**config.mk**
```make
export PLATFORM = sky130hd
export DESIGN_NAME = cipher_byte_serializer
export DESIGN_NICKNAME = d
export VERILOG_FILES = /design/src/rtl/cipher_byte_serializer.sv
export SDC_FILE = /design/constraint.sdc
export NUM_CORES = 1
export LEC_CHECK = 0
export BUFFER_PORTS_ARGS = -buffer_cell sky130_fd_sc_hd__buf_4
export CAP_MARGIN = 15
export CORE_MARGIN = 2
export CORE_UTILIZATION = 40
export CTS_BUF_LIST = sky130_fd_sc_hd__clkbuf_8
export CTS_CLUSTER_SIZE = 14
export DETAILED_ROUTE_END_ITERATION = 12
export PLACE_DENSITY = 0.65
export RECOVER_POWER = 25
export SYNTH_ARGS = -nofsm -noshare
export SYNTH_HDL_FRONTEND = slang
export SYNTH_SLANG_ARGS = --single-unit
```
**constraint.sdc**
```tcl
create_clock -name clk -period 1.7 [get_ports clk]
set_input_delay 0.34 -clock clk [delete_from_list [all_inputs] [get_ports clk]]
set_output_delay 0.34 -clock clk [all_outputs]
set_load 0.02 [all_outputs]
```
**src/rtl/cipher_byte_serializer.sv**
```systemverilog
// Serializes one ciphertext block into a byte stream over valid/ready.
// The next block loads on the last-byte handshake, so back-to-back blocks stream without a bubble.
module cipher_byte_serializer #(
  parameter int DATA_W    = 128,
  parameter bit MSB_FIRST = 1'b1,
  parameter int CNT_W     = 16
) (
  input  logic              clk,
  input  logic              rst,
  input  logic              in_valid,
  output logic              in_ready,
  input  logic [DATA_W-1:0] cipher_text,
  output logic              out_valid,
  input  logic              out_ready,
  output logic [7:0]        out_byte,
  output logic              out_last,
  output logic [CNT_W-1:0]  blocks_sent
);
  localparam int NB    = DATA_W / 8;
  localparam int IDX_W = (NB > 1) ? $clog2(NB) : 1;

  typedef enum logic {IDLE, SEND} state_t;
  state_t state, state_nxt;

  logic [DATA_W-1:0] shreg, load_sh, adv_sh;
  logic [IDX_W-1:0]  idx;
  logic [7:0]        first_byte, next_byte;
  logic              accept, byte_hs, last_hs;

  // shreg holds the bytes not yet presented, aligned so the next one sits at the send end
  assign first_byte = MSB_FIRST ? cipher_text[DATA_W-1 -: 8] : cipher_text[7:0];
  assign next_byte  = MSB_FIRST ? shreg[DATA_W-1 -: 8]       : shreg[7:0];
  assign load_sh    = MSB_FIRST ? (cipher_text << 8) : (cipher_text >> 8);
  assign adv_sh     = MSB_FIRST ? (shreg << 8)       : (shreg >> 8);

  assign accept  = in_valid && in_ready;
  assign byte_hs = out_valid && out_ready;
  assign last_hs = byte_hs && out_last;

  always_comb begin
    state_nxt = state;
    in_ready  = 1'b0;
    case (state)
      IDLE: begin
        in_ready = 1'b1;
        if (in_valid) state_nxt = SEND;
      end
      SEND: begin
        in_ready = out_ready && out_last;
        if (out_ready && out_last && !in_valid) state_nxt = IDLE;
      end
      default: state_nxt = IDLE;
    endcase
  end

  always_ff @(posedge clk) begin
    if (rst) begin
      state       <= IDLE;
      out_valid   <= 1'b0;
      out_byte    <= '0;
      out_last    <= 1'b0;
      idx         <= '0;
      shreg       <= '0;
      blocks_sent <= '0;
    end else begin
      state     <= state_nxt;
      out_valid <= (state_nxt == SEND);
      if (last_hs) blocks_sent <= blocks_sent + 1'b1;
      if (accept) begin
        shreg    <= load_sh;
        idx      <= '0;
        out_byte <= first_byte;
        out_last <= (NB == 1);
      end else if (last_hs) begin
        idx      <= '0;
        out_byte <= '0;
        out_last <= 1'b0;
      end else if (byte_hs) begin
        shreg    <= adv_sh;
        idx      <= idx + 1'b1;
        out_byte <= next_byte;
        out_last <= (idx == IDX_W'(NB - 2));
      end
    end
  end
endmodule

```
==> Word-level counts from Yosys, hierarchy flattened <==
Index checks and enable logic that the tools add are counted.
{ "op_classes": {"add_sub_neg": 2, "n_eq_ne": 2, "n_mux": 10, "bitwise": 1, "reduce_logical": 10} }
{ "op_table": {"columns": ["operator", "count"], "rows": [
  ["$mux 128", 3],
  ["$mux 8", 3],
  ["$add 16x1->16 const B", 1],
  ["$logic_and 1x1->1", 5],
  ["$add 4x1->4 const B", 1],
  ["$eq 4x4->1 const B", 1],
  ["$pmux 1 s2", 2],
  ["$reduce_bool 3->1", 1],
  ["$reduce_or 3->1", 1],
  ["$mux 1", 2],
  ["$ne 2x2->1 const B", 1],
  ["$reduce_and 2->1", 1],
  ["$reduce_bool 2->1", 1],
  ["$logic_not 1->1", 1],
  ["$not 1->1", 1]
]} }
{ "totals": {"regBits": 150, "output_inout_bits": 27, "elab_cells": 31} }

==> Depth between registers and ports, before layout <==
Gate-level depths: netlist of run 1.
{ "depth": {"word_depth": 5, "ltp_mapped": 8} }

==> Least setup slack after synthesis of run 1 <==
Ideal clock, no wire load.
{ "synth_path": {"path_type": "flip-flop to flip-flop", "startpoint": "reg state", "endpoint": "reg shreg[124]", "setup_ns": 0.091, "t_arrival_ns": 1.685, "path_slack_ns": -0.076, "stages_incl_launch_ff": 9, "n_path_buf": 3, "period_less_slack_ns": 1.776, "cell_sequence": "dfxtp_1 > buf_2 > a21boi_2 > inv_1 > nand2_1 > buf_2 > buf_2 > nand2_1 > a311oi_1"} }
{ "synth_between": {"elab_chain_cells": 5, "word_cells_on_any_way": 9} }
{ "synth_lines": {"columns": ["item", "line", "text"], "rows": [
  ["start, declared", "23", "state_t state, state_nxt;"],
  ["start signal, assigned", "66", "state <= state_nxt;"],
  ["$not 1->1", "43", "case (state)"],
  ["$pmux 1 s2 *", "43", null],
  ["net in_ready", "11", "output logic in_ready,"],
  ["$logic_and 1x1->1 *", "36", "assign accept = in_valid && in_ready;"],
  ["$ne 2x2->1 (no source line) or $reduce_bool 2->1 (tied branches)", null, null],
  ["$reduce_and 2->1 (no source line)", null, null],
  ["end signal, assigned", "70", "shreg <= load_sh;"],
  ["end signal, assigned", "79", "shreg <= adv_sh;"],
  ["end, declared", "25", "logic [DATA_W-1:0] shreg, load_sh, adv_sh;"]
]} }
The timed path passes the listed nets; every way through them passes the cells marked *.
A chain may end at the register's enable or synchronous reset.

==> Worst setup path after layout of run 1 <==
{ "layout_path": {"startpoint": "reg state", "endpoint": "out in_ready"} }
{ "layout_between": {"elab_chain_cells": 2} }
{ "layout_lines": {"columns": ["item", "line"], "rows": [
  ["$not 1->1", "43"],
  ["$pmux 1 s2 *", "43"],
  ["end, declared", "11"]
]} }
Mark *: on every way between the ends. The rest lies on a longest branch, timed or not.

==> impl_metrics.toml, run 1 <==
[outcome]
status = "finished clean"

[clock_network]
clk_path_buf_depth = 2
clock_latency_ns = 0.44
h-tree-depth = 4
clk_pin_slew_worst_paths_ns = 0.08
clockRootBuffer = "clkbuf_8"
cts_made_buffers = 17
clock_sinks = 150
cts_tree = "done"

[synth]
synthCells = 817
synthAdderAreaFrac = 0.00579
synth_top_family_by_area = "simple AND/OR/NAND/NOR gates"
ys.flop_type = "dfxtp_1"
netlist-cell-type-count = 39
synth_xor_area_frac = 0.0176
yosys_warnings = 0
ys_top_cells_by_area = "dfxtp_1 46%, a311oi_1 15%, nand2_1 13%, nor2_1 8.5%, buf_2 2.2%"
async_flop_share = 0
seq_area_frac_synth = 0.463
synth_top_area_share = 0.463
synth_fp_nets = 952
ys_seq_elements = 150
syn_area_per_cell_um2 = 7.93
synth_edf_count = 0
synth_area_leader_cell = "dfxtp_1"
netlist_area_mm2 = 0.00648
synth_compound_area_frac = 0.188
synth_simple_gate_area_share = 0.265
synthTopCellsByCount = "231 x nand2_1, 150 x dfxtp_1, 146 x nor2_1"
yosysMostFrequentCell = "nand2_1"
muxShareOfSynthArea = 0

[route]
wl_per_cell_um = 15.3
first_pass_iters = 5
viasPerCell = 5.22
ant_nets = 0
drc = 0
dr.first_iter.drc_count = 355
wl_mm = 18.5
vias = 6308

[finish]
final_util = 0.558
insertedDiodeCount = 0
fin_cells = 1208
fillCellCount = 1552
seq_area_mm2 = 0.00302
multi_input_area_mm2 = 0.00317
drive_gt1_frac = 0.256
postLayoutCellArea_mm2 = 0.00887
fin_nets = 1114
syn2layout_area_growth_pct = 36.8

[placement]
pre_cts_ws_ns = 0.0377
gp_routability_congestion = 0.771
dp_cells = 1156
port_buffers = 158
hpwl_mm = 11.7
placed_cell_area_mm2 = 0.00808

[worst_setup_path]
worstSetupStartpointType = "flop"
r2r_cells = 7
arrival_ns = 1.29
crit_required_ns = 1.36
crit_fanout = 2
path_class = "reg -> out"
critPathCaptureType = "output pin"

[floorplanning]
die_h_um = 131
core_mm2 = 0.0159
io_pins = 159
rows = 46
start_util = 0.408
die_area_mm2 = 0.0172
die_w_um = 131

[hold_path]
hold_class = "in -> reg"
holdPathStages = 3

[timing]
max_slew_margin = 0.494
setup-violations-final = 0
fin_crit_sh = 0.958
worstMarginPinSlew_ns = 0.759
worst_hold_slack_ns = 0.129
period_minus_slack_ns = 1.63
worst_slack_ns = 0.0711
finalClockSkew_ns = 0.00900
setup_tns_ns = 0
final_max_slew_viol_count = 0
max_freq_ghz = 0.614
finalHoldViolations = 0

[global_routing]
grt_util_all_layers = 0.192
grt_overflow = 0
grt_pass1_wl_mm = 27.3
antenna_found_initial = 0
met1_usage = 0.262
top_usage_layer = "met2"
grt_util_met2 = 0.294
grt_start_max_net_pins = 76
globalRouteMet3Util = 0.0448
first_global_vias = 5600

[job]
max-cap-violations = 0

[power]
ir_worst_vdd_uv = 486
power.leakage_nw = 3.53
power-per-cell-area_mw_per_mm2 = 959
report.power.total_mw = 8.51
-- critical path: stages, from the launching register on --
cell,delay [ns]
dfxtp_4,0.35
a21boi_4,0.18
inv_2,0.05
buf_4,0.14
buf_6,0.12
-- path summary, 6_finish.rpt --
kind                        from   endpoint  slack (ns)
setup / recovery           state   in_ready        0.07
setup reg to reg           state  shreg[78]        0.08
hold / removal    cipher_text[5]  shreg[13]        0.13
hold reg to reg        shreg[64]  shreg[72]        0.48
-- cells by family after synthesis --
family	Yosys count
AND/OR/NAND/NOR	424
flip-flops	150
AO/OA/AOI/OAI	146
buffers and inverters	81
XOR/XNOR	13
adder cells (fa/ha/maj)	3
-- sequential cells by signal, indices dropped and copies added, names as in the netlist --
signal       flops
out_byte         8
shreg          120
blocks_sent     16
idx              4
state            1
out_last         1
-- layer usage --
metal / up-vias / wire (µm)
met2: 159 / 8560
met1: 2940 / 8670
met3: 26 / 818
met5: - / 0
li1: 3183 / -
met4: 0 / 399
-- layout make-up --
type / instances / share of cell area
well taps: 216 / 0.0305
clock buffers: 25 / 0.0388
inverters: 6 / 0.00282
repair buffers: 218 / 0.217
flip-flops and latches: 150 / 0.340
multi-input cells: 586 / 0.357
clock inverters: 7 / 0.0128
-- cell usage in the layout, fill, tap and decap left out, types with 7 or more instances in the layout --
cell type	count
clkbuf_16	10
a22oi_1	8
dfxtp_1	142
nor2_1	145
buf_12	12
buf_4	166
nand2_1	230
clkbuf_8	25
nand4_1	7
a311oi_1	106
xnor2_1	8
a211oi_1	9
dfxtp_2	7
clkbuf_1	23
nor3b_1	8
nor3_1	11
-- report_power, final --
group          internal, mW  switching [mW]
logic                 0.736           0.750
registers              3.80           0.159
clock network          1.76            1.30
-- timing repair --
item,4_1_cts,5_1_grt
endpoints found under the setup margin,1,82
gates resized for setup,4,20
buffers inserted,3,7
cloned,0,10
hold buffers,0,0
pin swaps,0,41
No activity file was read; power rests on OpenSTA's default activity.
==> run 2: changes to the inputs <==
- CORE_UTILIZATION: 40 -> 29
- PLACE_DENSITY: 0.65 -> not set
==> run 2 against run 1 <==
Critical path depth increased by 2. Non-clock buffer count down 25. Global-route usage fell by 4.3 points. Sequential power hardly changed. Count of clock-buffer cells in the layout is 8 lower. Clock power rose by 8.8%. Flip-flop and latch count unchanged. First-iteration DRC count is 7.3% lower. Via count down 4.9%. Clock skew increased by 0.0019 ns. Critical path type is now reg -> reg. Wire length fell by 4.0%. Highest routed layer unchanged.
==> impl_metrics.toml, run 2 (synthesis gave the netlist of run 1 again) <==
[power]
p_seq_frac = 0.463
swShare = 0.254
p_int_mw = 6.38
clock_power_share = 0.389
ir_worst_vdd_uv = 503
power-per-cell-area_mw_per_mm2 = 1010
p_switching_mw = 2.17
power.leakage_nw = 3.31
pwr-share-comb = 0.148

[worst_setup_path]
r2r_end = "shreg[98]"
worst-r2r-setup-slack_ns = 0.08
r2r_start = "state"
critical_path.endpoint = "shreg[98]"
critPathCaptureType = "flop"
crit_required_ns = 2.05
crit_start = "state"
r2r_cells = 6
path_class = "reg -> reg"
worstSetupStartpointType = "flop"
arrival_ns = 1.98
crit_fanout = 44

[timing]
finalHoldViolations = 0
final_max_slew_viol_count = 0
finalClockSkew_ns = 0.0109
worstMarginPinSlew_ns = 0.869
rsz0062_at_grt = "yes"
worst_hold_slack_ns = 0.126
setup-violations-final = 0
period_minus_slack_ns = 1.62
max_slew_margin = 0.421
max_freq_ghz = 0.617
fin_crit_sh = 0.954

[floorplanning]
core_mm2 = 0.0219
die_h_um = 153
io_pins = 159
start_util = 0.296
rows = 54
die_w_um = 153
die_area_mm2 = 0.0236

[route]
wl_mm = 17.7
vias = 5996
dr.first_iter.drc_count = 329
wl_per_cell_um = 14.3
first_pass_iters = 4
drc = 0
viasPerCell = 4.83
ant_nets = 0

[global_routing]
grt_overflow = 0
grt_util_all_layers = 0.149
grt_start_max_net_pins = 68
antenna_found_initial = 0
first_global_vias = 5760
grt_pass1_wl_mm = 28.7

[outcome]
status = "finished clean"

[placement]
gp_routability_congestion = 0.850
hpwl_mm = 12.2
port_buffers = 158
placed_cell_area_mm2 = 0.00806
dp_cells = 1214

[finish]
layout_common_cells = "230 x nand2_1, 161 x buf_4, 145 x nor2_1"
postLayoutCellArea_mm2 = 0.00849
insertedDiodeCount = 0
final_util = 0.388
syn2layout_area_growth_pct = 31.1
multi_input_area_mm2 = 0.00314
drive_gt1_frac = 0.227
seq_area_mm2 = 0.00301
reg_top3 = "shreg x120, blocks_sent x16, out_byte x8"
fin_cells = 1242
regMostFlops = "shreg"
fin_nets = 1089
final_common_cell = "nand2_1"
largest_reg_flops = 120
fillCellCount = 2303

[hold_path]
hold_class = "in -> reg"
min_from = "cipher_text[0]"

[clock_network]
cts_made_buffers = 17
clock_sinks = 150
clock_latency_ns = 0.45
cts_tree = "done"
clk_path_buf_depth = 2
clk_pin_slew_worst_paths_ns = 0.08
clockRootBuffer = "clkbuf_8"
h-tree-depth = 4
cts_hold_buffers = 0

[job]
max-cap-violations = 0
[run 2: cell types whose count changed in the layout (fill, tap and decap cells not counted), sizes merged]
cell	change
clkinv	+1
inv	-1
clkbuf	-21
buf	-12
bufinv	+4
clkinvlp	-1
[run 2: power groups by stage]
stage,sequential (mW),combinational [mW],clock (mW)
after detailed placement,4.04,1.27,0
after floorplan,4.01,0.773,0
after CTS,3.96,1.28,3.42
final,3.96,1.26,3.33
after global routing,4.00,1.42,3.55
after global placement,4.04,1.26,0
[run 2: routing by layer]
metal	vias to the layer above	wire (µm)	global-route usage
li1	3127	-	-
met5	-	0	0
met4	0	258	0.0476
met3	16	825	0.0366
met1	2728	8520	0.204
met2	125	8120	0.231
[run 2: area by class of cell]
| cell class | count | share of cell area |
|---|---|---|
| Tap cell | 280 | 0.0412 |
| Timing Repair Buffer | 193 | 0.176 |
| Sequential cell | 150 | 0.355 |
| Clock buffer | 17 | 0.0275 |
| Multi-Input combinational cell | 586 | 0.370 |
| Inverter | 6 | 0.00265 |
| Clock inverter | 10 | 0.0273 |
[run 2: repair_timing]
item | in CTS | in global routing
setup buffers | 1 | 0
endpoints found under the setup margin | 1 | 7
cloned | 0 | 0
resized for setup | 1 | 8
pin swaps | 1 | 0
[run 2: worst min-delay path by stage]
stage                            end  slack [ns]  depth (start not counted)
after floorplan           shreg[114]        0.45                          2
after global placement     shreg[65]        0.46                          2
after detailed placement   shreg[92]        0.47                          2
after CTS                  shreg[14]         0.1                          3
after global routing       shreg[14]        0.10                          3
final                       shreg[8]        0.13                          3
[run 2: per-stage QoR]
step	TNS, ns	power [mW]	setup WS (ns)
floorplan	0	4.78	0.00364
global placement	0	5.30	0.0367
detailed placement	-0.0134	5.32	-0.00790
CTS	0	8.66	0.0546
global route	-0.0161	8.97	-0.00714
finish	0	8.55	0.0785
[run 2: critical path: stages, from the launching register on]
cell and delay, ns:
dfxtp_4 0.36, a21boi_2 0.16, clkbuf_1 0.13, nor2_4 0.21, buf_12 0.24, nand2_1 0.13, a311oi_2 0.27
==> run 3: changes to the inputs <==
- ABC_AREA: not set -> 1
==> run 3 against run 2 <==
Worst hold slack improved by 0.020 ns. Core utilization fell by 1.6 points. Largest power group unchanged. Critical endpoint is now shreg[85]. Register-to-register slack improved by 0.11 ns. Die area rose by 8.2%. Combinational power rose by 14%.
==> impl_metrics.toml, run 3 <==
[outcome]
status = "finished clean"

[global_routing]
antenna_found_initial = 0
grt_util_all_layers = 0.152
first_global_vias = 6560
grt_pass1_wl_mm = 32.2
grt_start_max_net_pins = 89
grt_overflow = 0

[timing]
max_slew_margin = 0.668
finalHoldViolations = 0
max_freq_ghz = 0.660
period_minus_slack_ns = 1.52
rsz0062_at_grt = "no"
fin_crit_sh = 0.892
worstMarginPinSlew_ns = 0.498
final_max_slew_viol_count = 0
finalClockSkew_ns = 0.0121
worst_slack_ns = 0.184
setup_tns_ns = 0
setup-violations-final = 0

[clock_network]
post_cts_resized = 0
clock_latency_ns = 0.45
cts_tree = "done"
clockRootBuffer = "clkbuf_8"
clk_path_buf_depth = 2
clock_sinks = 150
cts_hold_buffers = 0
post_cts_buffers = 0
cts_made_buffers = 17
h-tree-depth = 4
clk_pin_slew_worst_paths_ns = 0.08

[worst_setup_path]
path_common_cell = "nor2_1"
path_class = "reg -> reg"
worstSetupStartpointType = "flop"
cp_cell_sequence = "nand2_1 > nand2_2 > nand2_4 > o21ai_4 > inv_4 > buf_4 > nor2_1 > nor2_1"
path_delay_family = "buffers and inverters"
max_stage_delay_ns = 0.36
critPathCaptureType = "flop"
crit_fanout = 19
slowest_stage = "dfxtp_2"
arrival_ns = 1.89
crit_required_ns = 2.08
critPathBufInv = 2

[synth]
async_flop_share = 0
synth_top_area_share = 0.428
ys.flop_type = "dfxtp_1"
synthAdderAreaFrac = 0.00534
netlist-cell-type-count = 24
yosysMostFrequentCell = "nand2_1"
synth_top_family_by_area = "simple AND/OR/NAND/NOR gates"
synth_edf_count = 0
yosys_warnings = 0
synth_area_leader_cell = "dfxtp_1"
synthTopCellsByCount = "408 x nand2_1, 255 x nor2_1, 150 x dfxtp_1"
synth_compound_area_frac = 0.116
muxShareOfSynthArea = 0
synth_xor_area_frac = 0.00374
seq_area_frac_synth = 0.428
syn_area_per_cell_um2 = 6.40
synth_simple_gate_area_share = 0.373
synthCells = 1097
netlist_area_mm2 = 0.00702
synth_fp_nets = 1232
ys_top_cells_by_area = "dfxtp_1 43%, nand2_1 22%, nor2_1 14%, o21ai_0 7.6%, a21oi_1 1.9%"
ys_seq_elements = 150

[finish]
regMostFlops = "shreg"
layout_common_cells = "407 x nand2_1, 255 x nor2_1, 149 x dfxtp_1"
fin_cells = 1551
drive_gt1_frac = 0.153
fillCellCount = 2623
fin_nets = 1356
largest_reg_flops = 120
seq_area_mm2 = 0.00300
postLayoutCellArea_mm2 = 0.00878
reg_top3 = "shreg x120, blocks_sent x16, out_byte x8"
syn2layout_area_growth_pct = 25.0
insertedDiodeCount = 0
multi_input_area_mm2 = 0.00351
final_common_cell = "nand2_1"

[route]
viasPerCell = 4.45
vias = 6908
wl_per_cell_um = 12.5
ant_nets = 0
wl_mm = 19.4
drc = 0
dr.first_iter.drc_count = 476
first_pass_iters = 5

[placement]
gp_routability_congestion = 0.798
port_buffers = 158
pre_cts_ws_ns = 0.0687
dp_cells = 1521
hpwl_mm = 12.6
placed_cell_area_mm2 = 0.00843

[floorplanning]
die_area_mm2 = 0.0255
io_pins = 159
core_mm2 = 0.0236
start_util = 0.297
die_w_um = 160
rows = 56
die_h_um = 160

[power]
p_seq_frac = 0.464
ir_worst_vdd_uv = 382
clock_power_share = 0.366
swShare = 0.277
power-per-cell-area_mw_per_mm2 = 968
power.leakage_nw = 4.14
p_int_mw = 6.14
pwr-share-comb = 0.170
p_switching_mw = 2.35
report.power.total_mw = 8.49

[hold_path]
hold_class = "in -> reg"

[job]
max-cap-violations = 0
[run 3: stage by stage]
stage / hold slack (ns) / utilization
2_1_floorplan: 0.440 / -
3_3_place_gp: 0.447 / 0.357
3_5_place_dp: 0.453 / 0.357
4_1_cts: 0.104 / 0.376
5_1_grt: 0.125 / 0.372
6_report: 0.146 / 0.372
[run 3: cells by family (layout without fill, tap and decap cells)]
group                    Yosys count  in the layout
adder cells (fa/ha/maj)            3              3
AND/OR/NAND/NOR                  686            686
AO/OA/AOI/OAI                    162            162
buffers and inverters             93            228
flip-flops                       150            150
XOR/XNOR                           3              3
[run 3: path summary, 6_finish.rpt]
path | from | endpoint | cells past startpoint | slack (ns)
max | out_last | shreg[85] | 8 | 0.18
min | cipher_text[0] | shreg[8] | 3 | 0.15
max reg2reg | out_last | shreg[85] | 8 | 0.18
min reg2reg | shreg[11] | shreg[11] | 2 | 0.46
[run 3: layout make-up]
class / instances / share of cell area
clock inverters: 9 / 0.0171
clock buffers: 21 / 0.0329
flip-flops and latches: 150 / 0.342
well taps: 319 / 0.0455
repair buffers: 175 / 0.151
multi-input cells: 854 / 0.400
inverters: 23 / 0.0106
[run 3: routing by layer]
| layer | track usage | vias to the layer above | wire [µm] |
|---|---|---|---|
| met5 | 0 | - | 0 |
| met4 | 0.0372 | 0 | 144 |
| met3 | 0.0356 | 8 | 880 |
| met2 | 0.241 | 140 | 8830 |
| met1 | 0.208 | 3099 | 9590 |
| li1 | - | 3661 | - |
[run 3: power by group through the flow]
stage          Combinational [mW]  Sequential [mW]  Clock [mW]
2_1_floorplan               0.964             4.01           0
3_3_place_gp                 1.47             4.01           0
3_5_place_dp                 1.47             4.02           0
4_1_cts                      1.48             3.94        3.21
5_1_grt                      1.66             3.97        3.34
6_report                     1.44             3.94        3.11
[run 3: tightest hold or removal path, delay by kind of cell]
kind,cells,cell delay [ns]
and+or+nand+nor,1,0.05
buffers and inverters,1,0.11
AOI/OAI and AO/OA,1,0.05
